File: config.mk
export PLATFORM = sky130hd
export DESIGN_NAME = sram_arbiter
export DESIGN_NICKNAME = d
export VERILOG_FILES = /design/src/rtl/sram_arbiter_pkg.sv /design/src/rtl/sram_arb_starve_ctr.sv /design/src/rtl/sram_arbiter.sv
export SDC_FILE = /design/constraint.sdc
export NUM_CORES = 1
export LEC_CHECK = 0
export ABC_CLOCK_PERIOD_IN_PS = 1700
export BUFFER_PORTS_ARGS = -buffer_cell sky130_fd_sc_hd__buf_2
export CAP_MARGIN = 20
export CORE_AREA = 5 5 103 105
export DETAILED_ROUTE_END_ITERATION = 7
export DIE_AREA = 0 0 108 110
export PLACE_DENSITY_LB_ADDON = 0.15
export SYNTH_ARGS = -nofsm -noshare
export SYNTH_HDL_FRONTEND = slang
export SYNTH_HIERARCHICAL = 1
export SYNTH_SLANG_ARGS = --single-unit
File: constraint.sdc
create_clock -name clk -period 1.7 [get_ports clk]
set_input_delay 0.085 -clock clk [delete_from_list [all_inputs] [get_ports clk]]
set_output_delay 0.085 -clock clk [all_outputs]
set_load 0.01 [all_outputs]
File: src/rtl/sram_arbiter_pkg.sv
// Shared definitions for the two-requester SRAM arbiter: default sizes and
// the encoding that tags each in-flight access with its owner.
package sram_arbiter_pkg;

  localparam int DEF_ADDR_W       = 32;
  localparam int DEF_DATA_W       = 32;
  localparam int DEF_STARVE_LIMIT = 4;
  localparam int STARVE_CNT_W     = 4;

  typedef enum logic {
    OWNER_IF  = 1'b0,
    OWNER_MEM = 1'b1
  } owner_e;

endpackage

File: src/rtl/sram_arb_starve_ctr.sv
// Counts consecutive cycles in which fetch is requesting but refused, and
// raises force_if once that run reaches STARVE_LIMIT.
module sram_arb_starve_ctr
  import sram_arbiter_pkg::*;
#(
  parameter int STARVE_LIMIT = DEF_STARVE_LIMIT
) (
  input  logic clk,
  input  logic reset,
  input  logic i_ifReq,
  input  logic i_grantIf,
  output logic o_forceIf
);

  localparam logic [STARVE_CNT_W-1:0] LIMIT   = STARVE_CNT_W'(STARVE_LIMIT);
  localparam logic [STARVE_CNT_W-1:0] SAT_MAX = '1;

  logic [STARVE_CNT_W-1:0] r_starveCnt;

  // Any fetch grant or a withdrawn fetch request ends the refusal run.
  always_ff @(posedge clk) begin
    if (reset) begin
      r_starveCnt <= '0;
    end else if (i_grantIf || !i_ifReq) begin
      r_starveCnt <= '0;
    end else if (r_starveCnt != SAT_MAX) begin
      r_starveCnt <= r_starveCnt + STARVE_CNT_W'(1);
    end
  end

  assign o_forceIf = (r_starveCnt >= LIMIT);

endmodule

File: src/rtl/sram_arbiter.sv
// Shares one single-port synchronous SRAM between instruction fetch and the
// data path; data wins unless fetch has been starved for too long.
module sram_arbiter
  import sram_arbiter_pkg::*;
#(
  parameter int ADDR_W       = DEF_ADDR_W,
  parameter int DATA_W       = DEF_DATA_W,
  parameter int STARVE_LIMIT = DEF_STARVE_LIMIT
) (
  input  logic                clk,
  input  logic                reset,
  input  logic                if_req,
  input  logic [ADDR_W-1:0]   if_addr,
  output logic                if_addr_ok,
  output logic                if_data_ok,
  output logic [DATA_W-1:0]   if_rdata,
  input  logic                mem_req,
  input  logic                mem_wr,
  input  logic [DATA_W/8-1:0] mem_wstrb,
  input  logic [ADDR_W-1:0]   mem_addr,
  input  logic [DATA_W-1:0]   mem_wdata,
  output logic                mem_addr_ok,
  output logic                mem_data_ok,
  output logic [DATA_W-1:0]   mem_rdata,
  output logic                sram_en,
  output logic [DATA_W/8-1:0] sram_we,
  output logic [ADDR_W-1:0]   sram_addr,
  output logic [DATA_W-1:0]   sram_wdata,
  input  logic [DATA_W-1:0]   sram_rdata
);

  logic   w_forceIf;
  logic   w_grantIf;
  logic   w_grantMem;
  logic   r_respValid;
  owner_e r_respOwner;

  assign w_grantMem = mem_req & ~w_forceIf & ~reset;
  assign w_grantIf  = if_req & (~mem_req | w_forceIf) & ~reset;

  sram_arb_starve_ctr #(
    .STARVE_LIMIT(STARVE_LIMIT)
  ) u_starveCtr (
    .clk      (clk),
    .reset    (reset),
    .i_ifReq  (if_req),
    .i_grantIf(w_grantIf),
    .o_forceIf(w_forceIf)
  );

  assign if_addr_ok  = w_grantIf;
  assign mem_addr_ok = w_grantMem;

  always_comb begin
    sram_en    = 1'b0;
    sram_we    = '0;
    sram_addr  = '0;
    sram_wdata = '0;
    if (w_grantMem) begin
      sram_en    = 1'b1;
      sram_we    = mem_wr ? mem_wstrb : '0;
      sram_addr  = mem_addr;
      sram_wdata = mem_wdata;
    end else if (w_grantIf) begin
      sram_en    = 1'b1;
      sram_addr  = if_addr;
    end
  end

  // Remember who owns the access issued this cycle so its data can be
  // steered back when the SRAM answers next cycle.
  always_ff @(posedge clk) begin
    if (reset) begin
      r_respValid <= 1'b0;
      r_respOwner <= OWNER_IF;
    end else begin
      r_respValid <= w_grantIf | w_grantMem;
      r_respOwner <= w_grantMem ? OWNER_MEM : OWNER_IF;
    end
  end

  // Reset in the response cycle drops the pending answer.
  assign if_data_ok  = r_respValid & (r_respOwner == OWNER_IF)  & ~reset;
  assign mem_data_ok = r_respValid & (r_respOwner == OWNER_MEM) & ~reset;
  assign if_rdata    = sram_rdata;
  assign mem_rdata   = sram_rdata;

endmodule

==> results <==
- Combinational logic is responsible for 59.2% of the overall power.
- The number of slew-limit violations in the final report was 0.
- The first global-routing pass estimated 10410 um of wire.
- The cell accounting for the most synthesized area is buf_4.
- TritonCTS built the clock tree.
- The detail route stage leaves a number of antenna-violating nets equal to 0.
- The tightest hold path in the finished design has a slack of 0.1700 ns.
- For this run, asynchronously set or reset flops after synthesis account for 0%.
- Once layout is complete, the utilization of the core stands at 26.26%.
- The final critical path takes up 103.9% of the cycle.
- The area growth from synthesis to layout is 54.75%.
- The type of the most critical hold path is in -> out.
- The placed wire-length estimate is 5106 um.
- The die area is 11880 um2.
- The worst setup path is of the reg -> reg kind.
- The initial core utilization is 16.97%.
- Summed over all layers, the routed wires come to 7262 um.
- Measured along the y axis, the die boundary spans 110 um.
- Global routing used 10.98% of the available tracks across all layers.
- The synthesized netlist occupies a cell area of 1620 um2.
- The number of nets in the synthesized netlist is 386.
- For the worst-skew pair, the clock arrives at the later sink with an insertion delay of 0.22 ns.
- The most used flip-flop cell after synthesis is dfxtp_1.
- The net switching component of the power is 323.1 uW.
- The layout has 1115 filler cells.
- The slew at the pin with the worst max-slew slack is 0.6808 ns.
- In this run the number of H-tree levels came out at 1.
- Summing all flip-flop and latch instances after layout gives 122.6 um2.
- The maximum achievable frequency is 566.1 MHz.
- The area share of the largest cell type after synthesis is 33.36%.
- Cells with a size suffix above 1 make up 69.53% of the layout.
- The count of TritonRoute iterations in the first routing pass is 3.
- The number of flip-flops and latches in the synthesized netlist is 6.
- The final clock skew is 0.002458 ns.
- In this run, synthesis inferred 0 flip-flops with an integrated enable.
- In the layout the commonest cells are buf_2 (177), and2_1 (36), nand3_1 (34).
- Clock tree synthesis found a total of 6 sinks.
- At the worst endpoint, the arrival time is 1.90 ns.
- The signal on the critical path passes through or2_4 > and2b_4 > buf_6 > buf_4 > nor3b_2 > or3b_4 > nor3_2.
- In the final routed layout, each cell accounts on average for 14.70 um.
- During synthesis, Yosys emitted a total of 6 warnings.
- The portion of the post-synthesis area used by sequential elements is 7.413%.
- The number of global-route vias before repair is 2032.
- In this run, placement finished with an instance count of 480.
- Setup slack on the critical path of the routed design comes to -0.06643 ns.
- After synthesis, the netlist uses 24 different library cells.
- The type of element launching the critical path is a flop.
- The count of routing violations after the opening detailed-route iteration is 56.
- Headroom to the max-slew limit came out at 54.61%.
- The number of buffers created by CTS is 3.
- The hold-fix buffer count after cts is 0.
- The via count of the routed design is 1989.
- The worst ir drop on vdd is 0.3885 mV.
- The type of element capturing the critical path is a flop.
- The global-route congestion overflow total is 0.
- The number of antenna violations at the first check in global routing is 0.
- For this run, the slowest stage of the critical path takes 0.42 ns.
- Sorting the synthesized cells by area gives the leading types as buf_4 (33%), and2_1 (14%), nand3_1 (11%).
- The width of the chip is 108 um.
- The leakage power total is 1.373 nW.
- The cell type of the slowest stage on the worst timing path is or3b_4.
- In this run the deepest clock path goes through 2 buffers.
- The final reports fail on negative setup slack.
- In this run, the clock network consumes 23.6% of the power.
- The data required time at the worst endpoint is 1.83 ns.
- For this run, design rule violations remaining after detail routing come to 0.
- For this design the top-level I/O count stands at 274.
- The tree is rooted in a clkbuf_8.
- The flow ran to the end, but the final reports show violations.
- The floorplan step defined a core boundary enclosing 9549 um2.
- In this run the power density over the cells is 349.7 nW/um2.
- The pin count of the biggest net entering global routing is 36.
- The number of max-capacitance violations reported is 0.
- The internal portion of total power is 553.6 uW.
- In the routed layout, each cell is associated on average with a via count of 4.026.
- A synthesized cell averages 6.533 um2.
- The site row count is 36.
- Summing all multi-input logic gate instances after layout gives 1081 um2.
- Counting I/O delays and the setup requirement, the final critical path takes 1.766 ns.
- The final count of negative-setup-slack endpoints is 26.
- Synthesis produced 248 cells.
- Leaving out filler cells and counting taps, the final layout contains 494.
- At the end of routability-driven placement, the weighted congestion stood at 0.6905.
- The part of the total power dissipated in sequential elements is 17.2%.
- Clock-pin slew was measured on the worst setup and hold paths at 0.03 ns.
- The largest fanout on the critical path is 4.
- The antenna diode count is 0.
- Setup repair after global routing could not meet its margin everywhere.
- The number of nets in the layout is 501.
- The count of buffers from port buffering is 177.
- Net switching is 36.86% of the power.
- The most frequent standard cell in the layout excluding fill and tap cells is buf_2.
- The final-report hold violation count is 0.
## path summary, 6_finish.rpt
kind | from | endpoint | slack, ns | depth (start not counted)
worst max-delay path | u_starveCtr/r_starveCnt[2] | u_starveCtr/r_starveCnt[2] | -0.07 | 7
worst min-delay path | sram_rdata[5] | mem_rdata[5] | 0.17 | 0
worst max register to register | u_starveCtr/r_starveCnt[2] | u_starveCtr/r_starveCnt[2] | -0.07 | 7
worst min register to register | u_starveCtr/r_starveCnt[0] | u_starveCtr/r_starveCnt[0] | 0.58 | 2
## stage by stage
step	worst slack (ns)	power (mW)	instance area [um2]	setup TNS [ns]
2_1_floorplan	0.01102	0.5243	1620	0
3_3_place_gp	0.06162	0.5789	2087	0
6_report	-0.06643	0.8768	2507	-0.5397
5_1_grt	-0.1202	0.9544	2507	-3.115
4_1_cts	-0.05711	0.8531	2337	-0.7293
3_5_place_dp	0.07235	0.5788	2087	0
## worst max-delay path: cells and delay by family, from the launching register on
kind                   cells  cell delay (ns)
DFF                        1             0.31
and+or+nand+nor            5             1.13
buffers and inverters      2             0.25
## kinds of logic (layout without fill, tap and decap cells)
family	Yosys count	after routing	synth area share, %
AOI/OAI and AO/OA	33	33	10.27
xor gates and xnor gates	1	1	0.5406
adders and majority gates	1	1	0.7721
buffers and inverters	83	196	39.23
DFF	6	6	7.413
muxes	1	1	0.6178
and+or+nand+nor	123	123	41.16
## metal layers
metal	part of all wire [%]	global-route usage, %	up-vias
li1	-	-	970
met1	38	12.50	902
met2	52	20.56	94
met3	7.1	1.922	23
met4	2.6	3.877	0
met5	0	0	-
## final cells by class
| class | count | area share, % |
|---|---|---|
| Multi-Input combinational cell | 159 | 43.11 |
| Timing Repair Buffer | 193 | 43.71 |
| Sequential cell | 6 | 4.890 |
| Tap cell | 133 | 6.637 |
| Clock buffer | 3 | 1.647 |
## registers in the layout, summed over array words and instances (netlist names)
name                     cells
u_starveCtr/r_starveCnt      4
r_respValid                  1
r_respOwner                  1
## power groups by stage
| stage | Clock [mW] | Combinational (mW) | Sequential [mW] |
|---|---|---|---|
| final | 0.207 | 0.519 | 0.150 |
| after global routing | 0.226 | 0.577 | 0.151 |
| after CTS | 0.213 | 0.490 | 0.150 |
| after detailed placement | 0 | 0.426 | 0.153 |
| after global placement | 0 | 0.426 | 0.153 |
| after floorplan | 0 | 0.373 | 0.152 |
## cells in the mapped netlist (2+ instances only)
cell type,count
dfxtp_1,6
buf_6,5
nor3b_2,2
a21oi_1,32
nor2_1,8
nor3b_1,2
nand3_1,34
nor3_1,2
buf_4,72
and2_1,36
buf_2,4
nand2_1,33
## timing repair
action / CTS / global route
endpoints found under the setup margin: 67 / 47
gates resized for setup: 24 / 44
setup buffers: 7 / 2
cloned: 3 / 1
pin swaps: 9 / 22
No activity file was read; power rests on OpenSTA's default activity.
